## src/rtl/booth_digit_decoder.sv

```systemverilog
// Radix-4 Booth digit-stream decoder: accumulates the signed 64-bit product and rebuilds the multiplier.
// Optional macro BOOTH_NZ_COUNT_EN adds nz_count, the number of accepted non-zero digits per operation.
module booth_digit_decoder #(
    parameter int N    = 32,
    parameter int NDIG = 16
) (
    input  logic           clk,
    input  logic           reset,
    input  logic           start,
    input  logic [N-1:0]   md,
    input  logic           digit_valid,
    input  logic           digit_neg,
    input  logic           digit_one,
    input  logic           digit_two,
    output logic           digit_ready,
    output logic           busy,
    output logic           done,
    output logic [2*N-1:0] product,
    output logic [N-1:0]   mr_rec,
    output logic           err
`ifdef BOOTH_NZ_COUNT_EN
    ,
    output logic [4:0]     nz_count
`endif
);

    localparam int IW = $clog2(NDIG);

    typedef enum logic [1:0] {IDLE, ACCUM, DONE} state_t;

    state_t         state_q, state_d;
    logic [N-1:0]   md_q, md_d;
    logic [N-1:0]   mr_q, mr_d;
    logic [2*N-1:0] prod_q, prod_d;
    logic [IW-1:0]  idx_q, idx_d;
    logic           err_q, err_d;

    logic           accept;
    logic           illegal;
    logic [2*N-1:0] md_ext;
    logic [2*N-1:0] mag_term;
    logic [2*N-1:0] prod_term;
    logic [N-1:0]   mr_mag;
    logic [N-1:0]   mr_term;
    logic [IW:0]    shamt;

    always_comb begin
        accept   = (state_q == ACCUM) && digit_valid;
        illegal  = digit_one && digit_two;
        md_ext   = {{N{md_q[N-1]}}, md_q};
        mag_term = '0;
        mr_mag   = '0;
        // one&two together is illegal and contributes zero; neg with zero magnitude is just zero
        if (digit_two && !digit_one) begin
            mag_term = md_ext << 1;
            mr_mag   = N'(2);
        end else if (digit_one && !digit_two) begin
            mag_term = md_ext;
            mr_mag   = N'(1);
        end
        shamt     = {idx_q, 1'b0};
        prod_term = (digit_neg ? -mag_term : mag_term) << shamt;
        mr_term   = (digit_neg ? -mr_mag : mr_mag) << shamt;

        state_d = state_q;
        md_d    = md_q;
        mr_d    = mr_q;
        prod_d  = prod_q;
        idx_d   = idx_q;
        err_d   = err_q;

        case (state_q)
            IDLE: begin
                if (start) begin
                    md_d    = md;
                    mr_d    = '0;
                    prod_d  = '0;
                    idx_d   = '0;
                    err_d   = 1'b0;
                    state_d = ACCUM;
                end
            end
            ACCUM: begin
                if (accept) begin
                    prod_d = prod_q + prod_term;
                    mr_d   = mr_q + mr_term;
                    err_d  = err_q || illegal;
                    idx_d  = idx_q + 1'b1;
                    if (idx_q == IW'(NDIG - 1)) begin
                        state_d = DONE;
                    end
                end
            end
            DONE: begin
                state_d = IDLE;
            end
            default: begin
                state_d = IDLE;
            end
        endcase
    end

    always_ff @(posedge clk) begin
        if (reset) begin
            state_q <= IDLE;
            md_q    <= '0;
            mr_q    <= '0;
            prod_q  <= '0;
            idx_q   <= '0;
            err_q   <= 1'b0;
        end else begin
            state_q <= state_d;
            md_q    <= md_d;
            mr_q    <= mr_d;
            prod_q  <= prod_d;
            idx_q   <= idx_d;
            err_q   <= err_d;
        end
    end

    assign digit_ready = (state_q == ACCUM);
    assign busy        = (state_q != IDLE);
    assign done        = (state_q == DONE);
    assign product     = prod_q;
    assign mr_rec      = mr_q;
    assign err         = err_q;

`ifdef BOOTH_NZ_COUNT_EN
    logic [4:0] nz_q, nz_d;

    // Exactly one of one/two set means a non-zero digit; the illegal pattern counts as zero
    always_comb begin
        nz_d = nz_q;
        if (state_q == IDLE && start) begin
            nz_d = '0;
        end else if (accept && (digit_one ^ digit_two)) begin
            nz_d = nz_q + 1'b1;
        end
    end

    always_ff @(posedge clk) begin
        if (reset) begin
            nz_q <= '0;
        end else begin
            nz_q <= nz_d;
        end
    end

    assign nz_count = nz_q;
`endif

endmodule

```

## config.mk

```make
export PLATFORM = sky130hd
export DESIGN_NAME = booth_digit_decoder
export DESIGN_NICKNAME = d
export VERILOG_FILES = /design/src/rtl/booth_digit_decoder.sv
export SDC_FILE = /design/constraint.sdc
export NUM_CORES = 1
export LEC_CHECK = 0
export BUFFER_PORTS_ARGS = -buffer_cell sky130_fd_sc_hd__buf_2
export CAP_MARGIN = 30
export CORE_MARGIN = 8
export CORE_UTILIZATION = 40
export CTS_CLUSTER_DIAMETER = 200
export DETAILED_ROUTE_END_ITERATION = 6
export PLACE_DENSITY_LB_ADDON = 0.1
export SLEW_MARGIN = 0
export SYNTH_ARGS = -nofsm -noshare
export SYNTH_HDL_FRONTEND = slang
export SYNTH_SLANG_ARGS = --single-unit
```

## constraint.sdc

```tcl
create_clock -name clk -period 9.2 [get_ports clk]
set_clock_uncertainty 0.05 [all_clocks]
set_input_delay 0.92 -clock clk [delete_from_list [all_inputs] [get_ports clk]]
set_output_delay 0.92 -clock clk [all_outputs]
set_load 0.01 [all_outputs]
```

Word-level counts from Yosys, hierarchy flattened

Index checks and enable logic that the tools add are counted.

Add/sub/neg operators: 5
Eq/ne operators: 6
Shift-type cells: 2
Muxes and demuxes: 22
Reductions and logical operators: 13

Operators by type and width:

| cell                | number |
|---|---|
| $mux 64             | 5 |
| $pmux 64 s2         | 1 |
| $mux 32             | 3 |
| $add 64x64->64      | 1 |
| $neg 64->64         | 1 |
| $pmux 32 s2         | 1 |
| $shl 64x5->64       | 1 |
| $add 32x32->32      | 1 |
| $neg 32->32         | 1 |
| $shl 32x5->32       | 1 |
| $mux 2              | 4 |
| $mux 4              | 2 |
| $pmux 4 s2          | 1 |
| $reduce_and 3->1    | 2 |
| $add 4x1->4 const B | 1 |
| $eq 4x4->1 const B  | 1 |
| $logic_and 1x1->1   | 4 |
| $ne 2x1->1 const B  | 2 |
| $pmux 2 s2          | 1 |
| $reduce_bool 2->1   | 2 |
| $mux 1              | 3 |
| $eq 2x1->1 const B  | 1 |
| $eq 2x2->1 const B  | 1 |
| $logic_not 1->1     | 2 |
| 5 further kinds     | 5 |

Register bits after elaboration: 135
Bits of input ports: 39
Output and inout bits: 100
Logic and storage cells: 54

Depth between registers and ports, before layout

Gate-level depths: netlist of the first run.

Depth in word-level cells: 10
Gate-level depth with buffers: 33
Depth with buffers taken out: 27

Worst setup path after synthesis of the first run

OpenSTA, ideal clock, no wires.

Path type: in2reg
Start: input port digit_one
End: register prod_q[62], in the netlist product[62]
Arrival: 6,510 ps
Data required time: 9,033 ps
Path slack: 2,523 ps
Stages on the path: 31
Path through: inv_1 ha_1 buf_4 buf_6 buf_6 buf_2 buf_1 o21ai_0 inv_1 ha_1 o211ai_2 nor4_2 nand2_1 and3_1 o21ai_1 nand3_1 mux2_2 mux2_2 mux2_2 ha_1 clkbuf_1 a21oi_1 o21bai_1 a221oi_1 o21ai_0 nor3_1 o31ai_2 a211oi_1 o21ai_0 mux2i_1 nand2_1

Cells in the longest elaborated chain, start to end: 9
Elaborated cells between the ends (all ways): 11
Classes of those cells: 2 x add/sub; 1 x shift; 5 x mux; 3 x reduce/logical

RTL lines:

| item                                                 | RTL line | RTL |
|---|---|---|
| start: declaration                                   | 13       | `input logic digit_one,` |
| $logic_and 1x1->1 or $logic_not 1->1 (tied branches) | 57, 54   |  |
| $mux 64 or $logic_and 1x1->1 (tied branches)         | 57, 54   |  |
| $mux 64 (*)                                          | 54       | `if (digit_two && !digit_one) begin` |
| $neg 64->64                                          | 62       | `prod_term = (digit_neg ? -mag_term : mag_term) << shamt;` |
| $mux 64 (*)                                          | 62       |  |
| $shl 64x5->64 (*)                                    | 62       |  |
| $add 64x64->64 (*)                                   | 85       | `prod_d = prod_q + prod_term;` |
| $mux 64 (*)                                          | 84       | `if (accept) begin` |
| $pmux 64 s2 (*)                                      | 72       | `case (state_q)` |
| end signal: assignment                               | 115      | `prod_q <= prod_d;` |
| end: declaration                                     | 34       | `logic [2*N-1:0] prod_q, prod_d;` |

Mark *: on every way between the ends. The rest lies on a longest branch, timed or not. The select of a mux whose other input is x is not followed.
A chain may end at the register's enable or synchronous reset.

Worst setup path in the final report of the first run

Same ends and word-level chain as after synthesis.

==> results of run 1 <==
## cell usage after synthesis (all sizes together) (10+ instances only)
cell	number	area share [%]
nand2	249	6.8
nor2	200	5.5
a21oi	198	7.2
dfxtp	135	20
o21ai	135	4.9
ha	114	10
clkbuf	97	2.7
a22oi	64	3.6
a21o	57	3.1
xnor2	56	3.6
mux2i	53	4.0
xor2	44	2.8
nand3	38	1.5
inv	36	0.98
nor2b	29	1.3
nor3	27	1.1
o21a	25	1.4
and2	23	1.1
a211oi	20	1.2
a31oi	19	0.87
buf	19	0.73
nand4	19	0.91
o22ai	17	0.77
o31ai	17	1.1
mux2	16	1.3
and3	14	0.64
nand2b	14	0.64
o21bai	13	0.71
a211o	11	0.70
or3	11	0.50
a22o	10	0.64
## flip-flops by register name, summed over array words and instances, names as in the netlist
register,count
state_q,2
mr_rec,32
md_q,32
idx_q,4
product,64
err,1
## tightest hold or removal path, cell delays in order (launching register included)
cell	delay, ns
dfxtp_1	0.33
nand2_1	0.06
o21ai_1	0.05
## cell type report
class,instances,share of cell area [%]
timing repair buffer,158,5.65
multi-input combinational,1606,68.3
clock buffer,21,2.95
clock inverter,9,0.680
inverter,37,0.910
tap,455,3.73
sequential,135,17.7
## power groups by stage
stage,logic [uW],clock network (uW),registers [uW]
after floorplan,585,0,651
after detailed placement,814,0,654
after global placement,813,0,654
after CTS,819,699,641
after global routing,910,723,645
final,827,681,641
## per-stage QoR
stage,cells,setup slack [ns]
after floorplan,1894,2.52
after global placement,2390,1.51
after detailed placement,2391,1.45
after CTS,2421,1.93
after global routing,2421,1.27
final,2421,1.83
## per-layer routing
metal	part of all wire, %	global-route usage [%]
met4	2.5	7.51
met2	45	37.8
met3	5.5	4.54
met5	0	0
met1	47	31.8
## worst max-delay path by stage
stage              start  slack [ns]     endpoint  cells past startpoint
2_1_floorplan  digit_one        2.52  product[62]                     31
3_3_place_gp   digit_one        1.51  product[62]                     26
3_5_place_dp   digit_one        1.45  product[62]                     26
4_1_cts        digit_one        1.93  product[62]                     26
5_1_grt        digit_one        1.27  product[62]                     26
6_report       digit_one        1.83  product[62]                     26
## logic make-up (layout without fill, tap and decap cells)
| group | after synthesis | after routing | synth area share (%) |
|---|---|---|---|
| simple gates | 656 | 656 | 21.9 |
| fa+ha+maj | 116 | 116 | 10.7 |
| mux | 69 | 69 | 5.32 |
| xor+xnor | 100 | 100 | 6.38 |
| flops | 135 | 135 | 19.7 |
| buf+inv | 153 | 225 | 4.39 |
| compound gates | 665 | 665 | 31.6 |
==> impl_metrics.toml, run 1 <==
[global_routing]
grt_pass1_vias = 13707
grt_max_degree = 68
grt_pass1_wl_um = 77300
antenna_found_initial = 0
grtUsageTotal_pct = 23.7
grt_remaining_overflow = 0

[critical_path]
crit_required_ns = 9.49
critPathMaxStageDelay_ns = 0.61
arrival_ns = 7.65
cp_top_family = "compound AO/OA/AOI/OAI gates"
critPathSlowestCell = "a2111oi_2"
reg2reg_to = "product[62]"
crit_buf_inv = 3
end_kind = "flip-flop"
startpoint_type = "input port"
rr_startpoint = "md_q[0]"
crit_type = "in -> reg"
rrSetupSlack_ns = 2.68
rr_worst_depth = 22
path_max_fanout = 49

[sta]
finalSetupTns_ns = 0
finalHoldViolations = 0
relSlewSlack_pct = 33.7
min_period_over_period_pct = 80.1
rsz0062_at_grt = "false"
drv_slew = 0
max_clock_freq_mhz = 136
hold-worst-slack_ns = 0.426
tightest_slew_ns = 0.994
finalSetupViolCount = 0
layout_min_cycle_time_ns = 7.37

[clock_tree]
htree_levels = 4
cts_tree = "yes"
clock-sinks = 135
holdBufCountCts = 0
post_cts_buffers = 0
cts-root-buf = "clkbuf_16"
clk_pin_slew_ns = 0.06
clock_latency_ns = 0.46
cts_resized = 0
cts_made_buffers = 17
cts_max_path_buffers = 2

[power_and_ir_drop]
fin_total_pwr_uw = 2150
p_seq_share_pct = 29.8
p_sw_uw = 837
p_sw_share_pct = 39.0
p_int_uw = 1310
power_per_cell_area_nw_per_um2 = 141
p_leak_uw = 0.00705
power_frac_clock_pct = 31.7
power_frac_comb_pct = 38.5
ir_worst_vdd_uv = 149

[floorplan]
start_util_pct = 40.1
std_cell_rows = 68
die_x_um = 201
num_io_pins = 139
fp.coreArea_um2 = 34200
die_h_um = 201
die-area_um2 = 40500

[run_status]
status = "completed"

[detailed_routing]
firstDrtPassIters = 5
ant_nets = 0
vias_per_cell = 5.85
wl_um = 49200
drcViolationCount = 0
post_drt_wl_per_cell_um = 20.3
vias = 14174
drt_iter0_drc = 1162

[worst_hold_path]
worstHoldPathCells = 2
holdPathEnd = "product[58]"
hold_path.startpoint = "product[58]"
hp-class = "reg -> reg"

[flow_run]
drv_cap = 0

[synth]
synth_seq_cells = 135
syn_area_um2 = 13700
syn_avg_cell_area_um2 = 7.25
yosysWarnings = 0
synth_nets = 2049
synth_seq_area_share_pct = 19.7
synth_cells = 1894
synth-edff-count = 0
ys.flop_type = "dfxtp_1"
async_flop_share_pct = 0
synth_cell_types = 98

[placement]
io_buffers = 138
place_area_um2 = 14700
place_hpwl_um = 37400
finalWeightedCongestion = 0.889

[cells_and_area]
num_antenna_cells = 0
multi_input_area_um2 = 10400
layout_common_cells = "248 x nand2_1, 197 x nor2_1, 197 x a21oi_1"
final_common_cell = "nand2_1"
regArea_um2 = 2710
fillCellCount = 3620
num-nets-final = 2110
final_util_pct = 44.6
syn_to_final_growth_pct = 11.2
stdcell_area_um2 = 15300
drive_above_1_share_pct = 12.6
Power figures use the tool's default switching activity.
==> inputs of run 2 (changes only) <==
Settings changed: ABC_AREA from default to 1.
Clock period 9.2 ns to 6.3 ns, I/O delays scaled along.
==> impl_metrics.toml, run 2 <==
[clock_tree]
cts_max_path_buffers = 2
clock-sinks = 135
holdBufCountCts = 0
cts-root-buf = "clkbuf_16"
cts_resized = 0
clk_pin_slew_ns = 0.06
htree_levels = 4
cts_tree = "yes"
post_cts_buffers = 0
cts_made_buffers = 17
clock_latency_ns = 0.46

[critical_path]
end_kind = "flip-flop"
rrSetupSlack_ns = 1.23
path_max_fanout = 18
rr_worst_depth = 22
rr_startpoint = "md_q[0]"
crit_required_ns = 6.56
reg2reg_to = "product[62]"
startpoint = "digit_two"
crit_type = "in -> reg"
arrival_ns = 5.96
startpoint_type = "input port"

[placement]
finalWeightedCongestion = 1.02
pre_cts_slack_ns = 0.376
io_buffers = 138
place_hpwl_um = 56000

[detailed_routing]
vias = 18894
firstDrtPassIters = 7
post_drt_wl_per_cell_um = 20.3
vias_per_cell = 5.63
drt_iter0_drc = 2076
wl_um = 68000
drcViolationCount = 0
ant_nets = 0

[sta]
min_period_over_period_pct = 90.5
tightest_slew_ns = 1.01
rsz0062_at_grt = "false"
finalSetupTns_ns = 0
layout_min_cycle_time_ns = 5.70
relSlewSlack_pct = 32.5
drv_slew = 0
finalSetupViolCount = 0
worst_slack_ns = 0.596
finalHoldViolations = 0
max_clock_freq_mhz = 175
hold-worst-slack_ns = 0.394

[synth]
synth_nets = 2884
synth_cell_types = 46
async_flop_share_pct = 0
synth.most_common_cell = "nand2_1"
ys.flop_type = "dfxtp_1"
synth_area_leaders = "nand2_1 20%, dfxtp_1 18%, a21oi_1 11%, nand3_1 9.9%, ha_1 9.4%"
synth_seq_area_share_pct = 17.8
ys_top_cells_by_count = "797 x nand2_1, 325 x a21oi_1, 300 x nand3_1, 298 x nor2_1, 263 x inv_1"
yosysWarnings = 0
yosysTopAreaCellShare_pct = 19.7
synth_cells = 2729
synth_seq_cells = 135
synth_area_leader_cell = "nand2_1"
synth-edff-count = 0
syn_avg_cell_area_um2 = 5.55
syn_area_um2 = 15100

[floorplan]
num_io_pins = 139
fp.coreArea_um2 = 37500
die_h_um = 211
start_util_pct = 40.4
die_x_um = 211
die-area_um2 = 44400
std_cell_rows = 71

[cells_and_area]
fillCellCount = 4188
regArea_um2 = 2710
layout_common_cells = "796 x nand2_1, 325 x a21oi_1, 300 x nand3_1"
multi_input_area_um2 = 11000
drive_above_1_share_pct = 8.69
largest_reg_flops = 64
syn_to_final_growth_pct = 12.2
num-nets-final = 2985
final_common_cell = "nand2_1"

[power_and_ir_drop]
power_per_cell_area_nw_per_um2 = 191
p_leak_uw = 0.00838
ir_worst_vdd_uv = 196

[global_routing]
grtUsageTotal_pct = 30.2
grt_remaining_overflow = 0
grt_max_degree = 87
grt-busiest-layer = "met2"
gr-usage-met3_pct = 8.29
grtUsageMet2_pct = 46.3
antenna_found_initial = 0
globalRouteMet1Util_pct = 41.2
grt_pass1_vias = 17710
grt_pass1_wl_um = 104000

[flow_run]
drv_cap = 0

[worst_hold_path]
holdPathEnd = "md_q[22]"
hp-class = "in -> reg"
hold_path.startpoint = "md[22]"
worstHoldPathCells = 3

[run_status]
status = "completed"
[run 2: metrics by stage]
stage | util (%) | cell area, um2 | total power, uW | cells
3_5_place_dp | 43.7 | 16400 | 2130 | 3322
3_3_place_gp | 43.6 | 16300 | 2130 | 3321
4_1_cts | 45.3 | 17000 | 3230 | 3354
5_1_grt | 45.3 | 17000 | 3410 | 3354
6_report | 45.3 | 17000 | 3240 | 3355
2_1_floorplan | - | 15100 | 1720 | 2729
[run 2: how the worst max path moves through the flow]
stage / to / slack [ns] / cells past startpoint
floorplan: product[58] / 1.97 / 35
global placement: product[62] / 0.31 / 25
detailed placement: product[62] / 0.38 / 25
CTS: product[62] / 0.83 / 25
global route: product[62] / 0.15 / 25
finish: product[62] / 0.60 / 25
[run 2: layout make-up]
cell class | instances | area share, %
Antenna cell | 1 | 0.0147
Clock buffer | 21 | 2.77
Clock inverter | 11 | 0.869
Inverter | 269 | 5.94
Multi-Input combinational cell | 2231 | 64.8
Sequential cell | 135 | 15.9
Tap cell | 511 | 3.76
Timing Repair Buffer | 176 | 5.88
[run 2: critical path, stage by stage]
cell and delay (ns):
buf_2 0.12, inv_1 0.06, ha_1 0.58, nand3_1 0.15
o21ai_1 0.18, inv_1 0.10, ha_1 0.29, o21ai_0 0.39
mux2i_1 0.25, o21ai_0 0.51, nand2_1 0.14, nand2_1 0.11
nor2_1 0.12, ha_1 0.45, inv_1 0.08, o21ai_0 0.32
a21boi_0 0.27, o21bai_1 0.27, nand3_1 0.17, nand3_1 0.24
nand3_1 0.23, nand2_1 0.12, nand2_1 0.05, nand3_1 0.06
a21oi_1 0.07
[run 2: logic make-up (layout without fill, tap and decap cells)]
family / count (synthesis) / after routing / share of synthesized area (%)
adders and majority gates: 116 / 116 / 9.68
muxes: 2 / 2 / 0.132
other: 0 / 1 / 0
AOI/OAI and AO/OA: 610 / 610 / 21.2
DFF: 135 / 135 / 17.8
xor gates and xnor gates: 9 / 9 / 0.520
and+or+nand+nor: 1494 / 1494 / 41.2
buffers and inverters: 363 / 477 / 9.48
[run 2: per-layer routing]
layer | wire length, um | vias to the layer above
met5 | 0 | -
met4 | 1550 | 0
met3 | 6480 | 87
met2 | 29100 | 796
met1 | 30900 | 8745
li1 | - | 9266
[run 2: report_power, final]
part / switching [uW] / total, uW / internal, uW
sequential: 47.9 / 946 / 898
combinational: 849 / 1190 / 344
clock: 446 / 1100 / 653
total: 1340 / 3240 / 1890
==> inputs of run 3 (changes only) <==
Settings changed: CORE_ASPECT_RATIO from default to 1.75, CORE_UTILIZATION 40 to 56.
==> impl_metrics.toml, run 3 (synthesis results as in run 2) <==
[run_status]
status = "finished, violations left"
violations = "design-rule violations"

[cells_and_area]
final_common_cell = "nand2_1"
drive_above_1_share_pct = 8.23
syn_to_final_growth_pct = 10.1
fin_cells = 3154
layout_common_cells = "796 x nand2_1, 325 x a21oi_1, 300 x nand3_1"
largest_reg_flops = 64
num_antenna_cells = 0
num-nets-final = 2973

[detailed_routing]
firstDrtPassIters = 7
vias_per_cell = 6.15
drcViolationCount = 41
drt_iter0_drc = 1798
wl_um = 68100
vias = 19383
ant_nets = 0
post_drt_wl_per_cell_um = 21.6

[floorplan]
die_h_um = 234
die_x_um = 140
num_io_pins = 139
fp.coreArea_um2 = 26600
die-area_um2 = 32800
start_util_pct = 57.0
std_cell_rows = 79

[global_routing]
grtUsageTotal_pct = 41.2
grt_pass1_wl_um = 103000
antenna_found_initial = 2
grt_pass1_vias = 18730
grt_max_degree = 72
grt_remaining_overflow = 0

[clock_tree]
htree_levels = 4
holdBufCountCts = 0
clock-sinks = 135
clk_pin_slew_ns = 0.06
cts_made_buffers = 17
post_cts_buffers = 0
clock_latency_ns = 0.46
cts_tree = "yes"
cts_resized = 0
cts_max_path_buffers = 2
cts-root-buf = "clkbuf_16"

[critical_path]
critPathSlowestCell = "o21ai_0"
critPathMaxStageDelay_ns = 0.65
reg2reg_to = "product[41]"
rrSetupSlack_ns = 1.04
startpoint_type = "input port"
end_kind = "flip-flop"
rr_worst_depth = 26
crit_type = "in -> reg"
crit_required_ns = 6.63
critPathMostFrequentCell = "nand2_1"
crit_path_end = "product[41]"
startpoint = "digit_one"
path_max_fanout = 25
arrival_ns = 6.25
rr_startpoint = "md_q[9]"

[sta]
layout_min_cycle_time_ns = 5.92
min_period_over_period_pct = 94.0
rsz0062_at_grt = "false"
tightest_slew_ns = 0.951
relSlewSlack_pct = 36.4
finalSetupTns_ns = 0
drv_slew = 0
finalSetupViolCount = 0
max_clock_freq_mhz = 169
finalHoldViolations = 0

[placement]
finalWeightedCongestion = 1.12
place_hpwl_um = 53300
io_buffers = 138
placed_cells = 3122

[worst_hold_path]
worstHoldPathCells = 3
hp-class = "in -> reg"

[power_and_ir_drop]
power_per_cell_area_nw_per_um2 = 194
p_leak_uw = 0.00833
ir_worst_vdd_uv = 213

[flow_run]
drv_cap = 0
## run 3: worst max-delay path: cells and delay by family
kind / cells / cell delay, ns
AO/OA/AOI/OAI: 5 / 1.75
adder cells (fa/ha/maj): 2 / 0.61
buffers and inverters: 4 / 0.71
AND/OR/NAND/NOR: 19 / 2.53
## run 3: power breakdown
group          leakage [uW]  internal (uW)  switching (uW)  total, uW
Clock              0.000290            644             442       1090
Sequential          0.00110            898            45.1        943
Combinational       0.00694            340             863       1200
## run 3: worst min path at each step
stage	startpoint	endpoint
floorplan	md_q[10]	md_q[10]
global placement	err	err
detailed placement	md_q[20]	md_q[20]
CTS	md[27]	md_q[27]
global route	md[29]	md_q[29]
finish	md[27]	md_q[27]
## run 3: metal layers
layer / vias to the layer above / part of all wire, % / track usage [%]
met5: - / 0.038 / 0
met4: 4 / 11 / 42.9
met3: 405 / 7.6 / 9.63
met2: 990 / 47 / 70.3
met1: 8735 / 34 / 39.4
li1: 9249 / - / -
## run 3: area by class of cell
type                       instances  area (um2)
clock buffer                      21         460
clock inverter                    10         145
fill                            2657        9920
inverter                         269        1010
multi-input combinational       2231       11000
sequential                       135        2710
tap                              324         405
timing repair buffer             164         928
## run 3: stage by stage
step / setup slack [ns] / utilization, % / total power, uW / instance area (um2) / hold slack [ns]
2_1_floorplan: 1.97 / - / 1720 / 15100 / 0.394
3_3_place_gp: 0.0778 / 60.2 / 2080 / 16000 / 0.404
3_5_place_dp: 0.476 / 60.4 / 2100 / 16100 / 0.415
4_1_cts: 0.943 / 62.7 / 3170 / 16700 / 0.369
5_1_grt: 0.0800 / 62.7 / 3380 / 16700 / 0.393
6_report: 0.377 / 62.7 / 3230 / 16700 / 0.375
